## src/rtl/board_update_sequencer.sv

```systemverilog
// Sole writer of the 64-square board store: turns init and move requests into
// registered single-square write sequences and owns the side-to-move flag.
module board_update_sequencer (
  input  logic       clk,
  input  logic       reset,
  input  logic       init_req,
  input  logic       mv_valid,
  output logic       mv_ready,
  input  logic [5:0] mv_from,
  input  logic [5:0] mv_to,
  input  logic [3:0] mv_piece,
  input  logic [1:0] mv_kind,
  output logic       wr_en,
  output logic [5:0] wr_addr,
  output logic [3:0] wr_data,
  output logic       busy,
  output logic       done,
  output logic       player_turn
);

  typedef enum logic [1:0] {IDLE, INIT, MOVE, DONE} state_t;

  state_t     state, state_n;
  logic [5:0] step, step_n;
  logic       init_pending, init_pending_n;
  logic       accept;

  logic [5:0] from_q, to_q;
  logic [3:0] piece_q;
  logic [1:0] kind_q;
  logic [5:0] src_from, src_to;
  logic [3:0] src_piece;
  logic [1:0] src_kind;
  logic [1:0] last_step;

  logic       wr_en_n, busy_n, done_n, turn_n;
  logic [5:0] wr_addr_n;
  logic [3:0] wr_data_n;

  function automatic logic [2:0] back_rank(input logic [2:0] col);
    case (col)
      3'd0, 3'd7: return 3'd4;
      3'd1, 3'd6: return 3'd2;
      3'd2, 3'd5: return 3'd3;
      3'd3:       return 3'd5;
      default:    return 3'd6;
    endcase
  endfunction

  function automatic logic [3:0] init_square(input logic [5:0] sq);
    case (sq[2:0])
      3'd0:    return {1'b1, back_rank(sq[5:3])};
      3'd1:    return 4'b1001;
      3'd6:    return 4'b0001;
      3'd7:    return {1'b0, back_rank(sq[5:3])};
      default: return 4'd0;
    endcase
  endfunction

  // Castle only expands to four writes when the king lands on column 2 or 6.
  function automatic logic [1:0] move_last(input logic [5:0] to, input logic [1:0] kind);
    if (kind == 2'd3)
      return 2'd2;
    else if (kind == 2'd1 && (to[5:3] == 3'd6 || to[5:3] == 3'd2))
      return 2'd3;
    else
      return 2'd1;
  endfunction

  function automatic logic [9:0] move_write(input logic [1:0] idx, input logic [5:0] from,
                                            input logic [5:0] to, input logic [3:0] piece,
                                            input logic [1:0] kind);
    logic       ks;
    logic [3:0] to_data;
    ks      = (to[5:3] == 3'd6);
    to_data = (kind == 2'd2) ? {piece[3], 3'd5} : piece;
    case (idx)
      2'd0:    return {to, to_data};
      2'd1:    return {from, 4'd0};
      2'd2:    return (kind == 2'd3) ? {to[5:3], from[2:0], 4'd0}
                                     : {(ks ? 3'd5 : 3'd3), from[2:0], piece[3], 3'd4};
      default: return {(ks ? 3'd7 : 3'd0), from[2:0], 4'd0};
    endcase
  endfunction

  assign mv_ready = (state == IDLE) && !init_pending && !init_req;
  assign accept   = mv_valid && mv_ready;

  // On the accept cycle the first write comes straight from the request ports.
  always_comb begin
    src_from  = accept ? mv_from  : from_q;
    src_to    = accept ? mv_to    : to_q;
    src_piece = accept ? mv_piece : piece_q;
    src_kind  = accept ? mv_kind  : kind_q;
    last_step = move_last(src_to, src_kind);
  end

  always_comb begin
    init_pending_n = init_req || (init_pending && (state != IDLE));
  end

  always_ff @(posedge clk or posedge reset) begin
    if (reset) begin
      state        <= IDLE;
      step         <= '0;
      init_pending <= 1'b0;
    end else begin
      state        <= state_n;
      step         <= step_n;
      init_pending <= init_pending_n;
    end
  end

  always_ff @(posedge clk) begin
    if (accept) begin
      from_q  <= mv_from;
      to_q    <= mv_to;
      piece_q <= mv_piece;
      kind_q  <= mv_kind;
    end
  end

  always_comb begin
    state_n = state;
    step_n  = step;
    case (state)
      IDLE: begin
        if (init_pending) begin
          state_n = INIT;
          step_n  = '0;
        end else if (accept) begin
          state_n = MOVE;
          step_n  = '0;
        end
      end
      INIT: begin
        if (step == 6'd63) state_n = DONE;
        else               step_n  = step + 6'd1;
      end
      MOVE: begin
        if (step == {4'd0, last_step}) state_n = DONE;
        else                           step_n  = step + 6'd1;
      end
      default: state_n = IDLE;
    endcase
  end

  // Outputs are computed from the next state so each registered write lines up with its step.
  always_comb begin
    wr_en_n   = (state_n == INIT) || (state_n == MOVE);
    wr_addr_n = wr_addr;
    wr_data_n = wr_data;
    done_n    = (state_n == DONE);
    busy_n    = (state_n != IDLE) || init_pending_n;
    turn_n    = player_turn;
    if (state_n == INIT) begin
      wr_addr_n = step_n;
      wr_data_n = init_square(step_n);
    end else if (state_n == MOVE) begin
      {wr_addr_n, wr_data_n} = move_write(step_n[1:0], src_from, src_to, src_piece, src_kind);
    end
    if (state_n == DONE && state != DONE)
      turn_n = (state == INIT) ? 1'b0 : !player_turn;
  end

  always_ff @(posedge clk or posedge reset) begin
    if (reset) begin
      wr_en       <= 1'b0;
      wr_addr     <= '0;
      wr_data     <= '0;
      done        <= 1'b0;
      busy        <= 1'b0;
      player_turn <= 1'b0;
    end else begin
      wr_en       <= wr_en_n;
      wr_addr     <= wr_addr_n;
      wr_data     <= wr_data_n;
      done        <= done_n;
      busy        <= busy_n;
      player_turn <= turn_n;
    end
  end

endmodule
```

## config.mk

```make
export PLATFORM = sky130hd
export DESIGN_NAME = board_update_sequencer
export DESIGN_NICKNAME = d
export VERILOG_FILES = /design/src/rtl/board_update_sequencer.sv
export SDC_FILE = /design/constraint.sdc
export NUM_CORES = 1
export LEC_CHECK = 0
export BUFFER_PORTS_ARGS = -buffer_cell sky130_fd_sc_hd__buf_2
export CAP_MARGIN = 10
export CORE_UTILIZATION = 51
export DETAILED_ROUTE_END_ITERATION = 8
export PLACE_DENSITY_LB_ADDON = 0.25
export SETUP_SLACK_MARGIN = 0.05
export SLEW_MARGIN = 10
export SYNTH_ARGS = -nofsm -noshare
export SYNTH_HDL_FRONTEND = slang
export SYNTH_SLANG_ARGS = --single-unit
```

## constraint.sdc

```tcl
create_clock -name clk -period 3.4 [get_ports clk]
set_input_delay 0.85 -clock clk [delete_from_list [all_inputs] [get_ports clk]]
set_output_delay 0.85 -clock clk [all_outputs]
set_load 0.01 [all_outputs]
```

==> results by group <==
Detailed routing
  – Average vias per placed instance: roughly 5.6
  – Count of TritonRoute iterations in the first routing pass: 4
  – Post-DRT Antenna Nets: 0
  – Aggregate routed wire length: around 6200 microns
  – Starting DRT DRC Count: ~240
  – Average detailed-routed wire length per instance: roughly 14 microns
  – DR DRC count: 0
  – Vias: between 2,000 and 2,500

GRT
  – Number of global-route vias before repair: 2,286
  – Overall track demand over capacity in global routing: 0.266
  – Overflow left after global routing: 0
  – Global-route wire length before repair: between 10,000 and 15,000 microns
  – Initial antenna violation count: 0
  – Largest net degree at the start of global routing: 24

Floorplan
  – Number of top-level pins: 37
  – Chip Height: 71.0 microns
  – Die area: 0.00503 sq mm
  – Chip width: between 70 and 80 microns
  – Area inside the core boundary: approximately 0.0045 sq mm
  – Number of cell rows: 24
  – Initial cell density of the core: 0.542

Cells and area
  – Layout Utilization: 0.708
  – Highest-count cells in the layout ignoring fill and taps: sky130_fd_sc_hd__nand2_1, sky130_fd_sc_hd__buf_4, sky130_fd_sc_hd__buf_2
  – Area Overhead vs Synth: 30.7%
  – Proportion of layout cells with a drive suffix above 1: 0.312
  – Most common library cell in the layout ignoring fill and taps: sky130_fd_sc_hd__nand2_1
  – Inserted Diodes: 0
  – Number of nets in the finished design: 407

Logic synthesis
  – Number of cells produced by synthesis: 297
  – Number of synthesis warnings: 0
  – Sequential area share after synthesis: 0.386
  – Number of library cell types mapped by synthesis: 63
  – Post-synth top area share: 0.237
  – Cell accounting for the most synthesized area: sky130_fd_sc_hd__dfrtp_1
  – Mapped cell area: 0.00242 sq mm
  – Share of flip-flops with an asynchronous set or reset: 0.561
  – Number of register bits inferred by synthesis: 41
  – Cell types with the largest area share after synthesis: sky130_fd_sc_hd__dfrtp_1, sky130_fd_sc_hd__dfxtp_1, sky130_fd_sc_hd__nand2_1
  – Number of synthesized flops with an enable pin: 0
  – Main synth FF type: sky130_fd_sc_hd__dfrtp_1
  – Syn Area/Cell: 8.16 sq um
  – Post-synth net total: between 300 and 400

Worst setup path
  – Worst Setup SP: init_req
  – Arrival time of the worst setup path: 3580 ps
  – Worst Path Required: 3580 ps
  – Critical register-to-register path startpoint: init_pending
  – Worst Path Max Fanout: 4
  – Worst Setup Start Kind: input pin
  – Critical Path End Type: flip-flop
  – Critical setup path kind: input pin to flip-flop

Clock tree
  – Clock tree from TritonCTS: done
  – Maximum level of the CTS H-tree: 2
  – CTS clk-pin slew, worst paths: around 80 ps
  – Root buffer selected by CTS: sky130_fd_sc_hd__clkbuf_8
  – Clk_lat worst skew: roughly 300 ps
  – Number of buffers created by CTS: 5
  – Post-cts hold buffer count: 0
  – Clk sink count: between 40 and 50
  – Clock Path Buffers: 2

Outcome
  – Violations in the final reports: setup timing
  – Outcome: finished with violations

Timing
  – Fraction of the cycle the final worst path needs: 1.00
  – Max Fclk: 294 MHz
  – Worst path setup slack after routing: -3.38 ps
  – Setup repair after global routing missed its margin: true
  – Transition time at the pin with the least slew margin: slightly above 900 ps
  – Number of slew-limit violations in the final report: 0
  – Clock tree skew after final layout: between 6 and 7 ps
  – Hold violation total from the final report: 0
  – Final setup fails: 1
  – Normalized max-slew margin: 0.387
  – Final Critical Period: about 3400 ps

Power
  – Maximum ir drop on the vdd rail: slightly below 0.0005 V
  – Power Density: a little under 800 mW/mm^2
  – P_leak: roughly 1.5 nW

Min path
  – Kind of path behind the tightest hold check: flip-flop to flip-flop
  – Hold path startpoint: to_q[2]

Job
  – Max-cap check violation count: 0

Place
  – Placer Congestion: about 0.88
  – Pre-CTS setup slack: -316 ps
  – Detailed placement HPWL: 4550 microns
  – Number of port buffers: 36
-- area by class of cell --
cell class | instances | area (sq um)
multi-input cells | 222 | 1410
fillers | 379 | 1310
flip-flops and latches | 41 | 936
repair buffers | 85 | 558
clock buffers | 7 | 108
inverters | 22 | 85.1
well taps | 52 | 65.1
clock inverters | 1 | 7.51
-- worst max-delay path: stages --
cell and delay [ps]:
sky130_fd_sc_hd__buf_6 90, sky130_fd_sc_hd__or4_4 440, sky130_fd_sc_hd__inv_4 90, sky130_fd_sc_hd__nand2_4 50
sky130_fd_sc_hd__or3_4 350, sky130_fd_sc_hd__a311oi_4 410, sky130_fd_sc_hd__buf_4 180, sky130_fd_sc_hd__a21o_1 120
sky130_fd_sc_hd__inv_1 60, sky130_fd_sc_hd__ha_2 180, sky130_fd_sc_hd__or2_2 280, sky130_fd_sc_hd__mux2i_2 170
sky130_fd_sc_hd__nand2_1 90, sky130_fd_sc_hd__nand4_1 120, sky130_fd_sc_hd__a41oi_2 120
-- Yosys cell counts, types with 3 or more instances --
master,n
sky130_fd_sc_hd__nor3_1,6
sky130_fd_sc_hd__ha_1,8
sky130_fd_sc_hd__nor2_1,22
sky130_fd_sc_hd__o21ai_1,4
sky130_fd_sc_hd__dfxtp_1,18
sky130_fd_sc_hd__and3_1,4
sky130_fd_sc_hd__inv_1,20
sky130_fd_sc_hd__mux2i_1,4
sky130_fd_sc_hd__nor2b_1,9
sky130_fd_sc_hd__a21oi_1,15
sky130_fd_sc_hd__a31oi_1,7
sky130_fd_sc_hd__o21ai_0,4
sky130_fd_sc_hd__nand2b_1,3
sky130_fd_sc_hd__nand2_1,66
sky130_fd_sc_hd__dfrtp_1,23
sky130_fd_sc_hd__o31ai_1,4
sky130_fd_sc_hd__o22ai_1,3
sky130_fd_sc_hd__clkbuf_1,10
sky130_fd_sc_hd__nand3_1,9
-- routing by layer --
metal	vias to the layer above	part of all wire	GRT usage
met3	14	0.061	0.0556
met1	1124	0.43	0.328
met5	-	0	0
met4	0	0.024	0.111
li1	1205	-	-
met2	79	0.49	0.452
-- power breakdown --
| group | total [mW] | leakage (nW) | switching [mW] | internal [mW] |
|---|---|---|---|---|
| Clock | 0.388 | 0.0556 | 0.179 | 0.209 |
| Combinational | 1.38 | 1.05 | 0.703 | 0.676 |
| Sequential | 0.699 | 0.415 | 0.100 | 0.598 |
-- final timing paths --
check                        endpoint  slack (ps)  cells after the start
hold reg to reg               to_q[2]         450                      2
max in group asynchronous     step[2]        2100                      2
min in group asynchronous     step[0]         740                      2
hold / removal                to_q[2]         450                      2
setup reg to reg           wr_data[0]         130                     14
setup / recovery           wr_data[0]          -3                     15
-- through the flow --
step | area [sq um] | TNS [ps] | hold WS [ps] | power, mW | cells
final | 3170 | -3.38 | 453 | 2.47 | 430
after global routing | 3170 | -147 | 478 | 2.63 | 430
after CTS | 3100 | 0 | 455 | 2.38 | 427
after detailed placement | 2960 | -883 | 435 | 1.96 | 417
after global placement | 2960 | -605 | 427 | 1.94 | 417
after floorplan | 2440 | -147 | 412 | 1.48 | 297
-- cell families (layout without fill, tap and decap cells) --
logic type,Yosys count,after routing,synth area share
simple gates,137,137,0.264
compound gates,71,71,0.227
flops,41,41,0.386
buf+inv,34,115,0.0562
fa+ha+maj,8,8,0.0413
mux,6,6,0.0258
-- flip-flops by register name, indices dropped and copies added, names as in the netlist --
| register | flops |
|---|---|
| init_pending | 1 |
| wr_en | 1 |
| piece_q | 4 |
| state | 2 |
| done | 1 |
| from_q | 6 |
| busy | 1 |
| wr_data | 4 |
| kind_q | 2 |
| wr_addr | 6 |
| step | 6 |
| player_turn | 1 |
| to_q | 6 |
-- timing repair --
action                     CTS  global route
setup endpoints to repair    1             2
gates resized for setup      1            10
buffers inserted             2             3
hold endpoints to repair     0             0
pin swaps                    4             8
(Power assumes the default switching activity.)
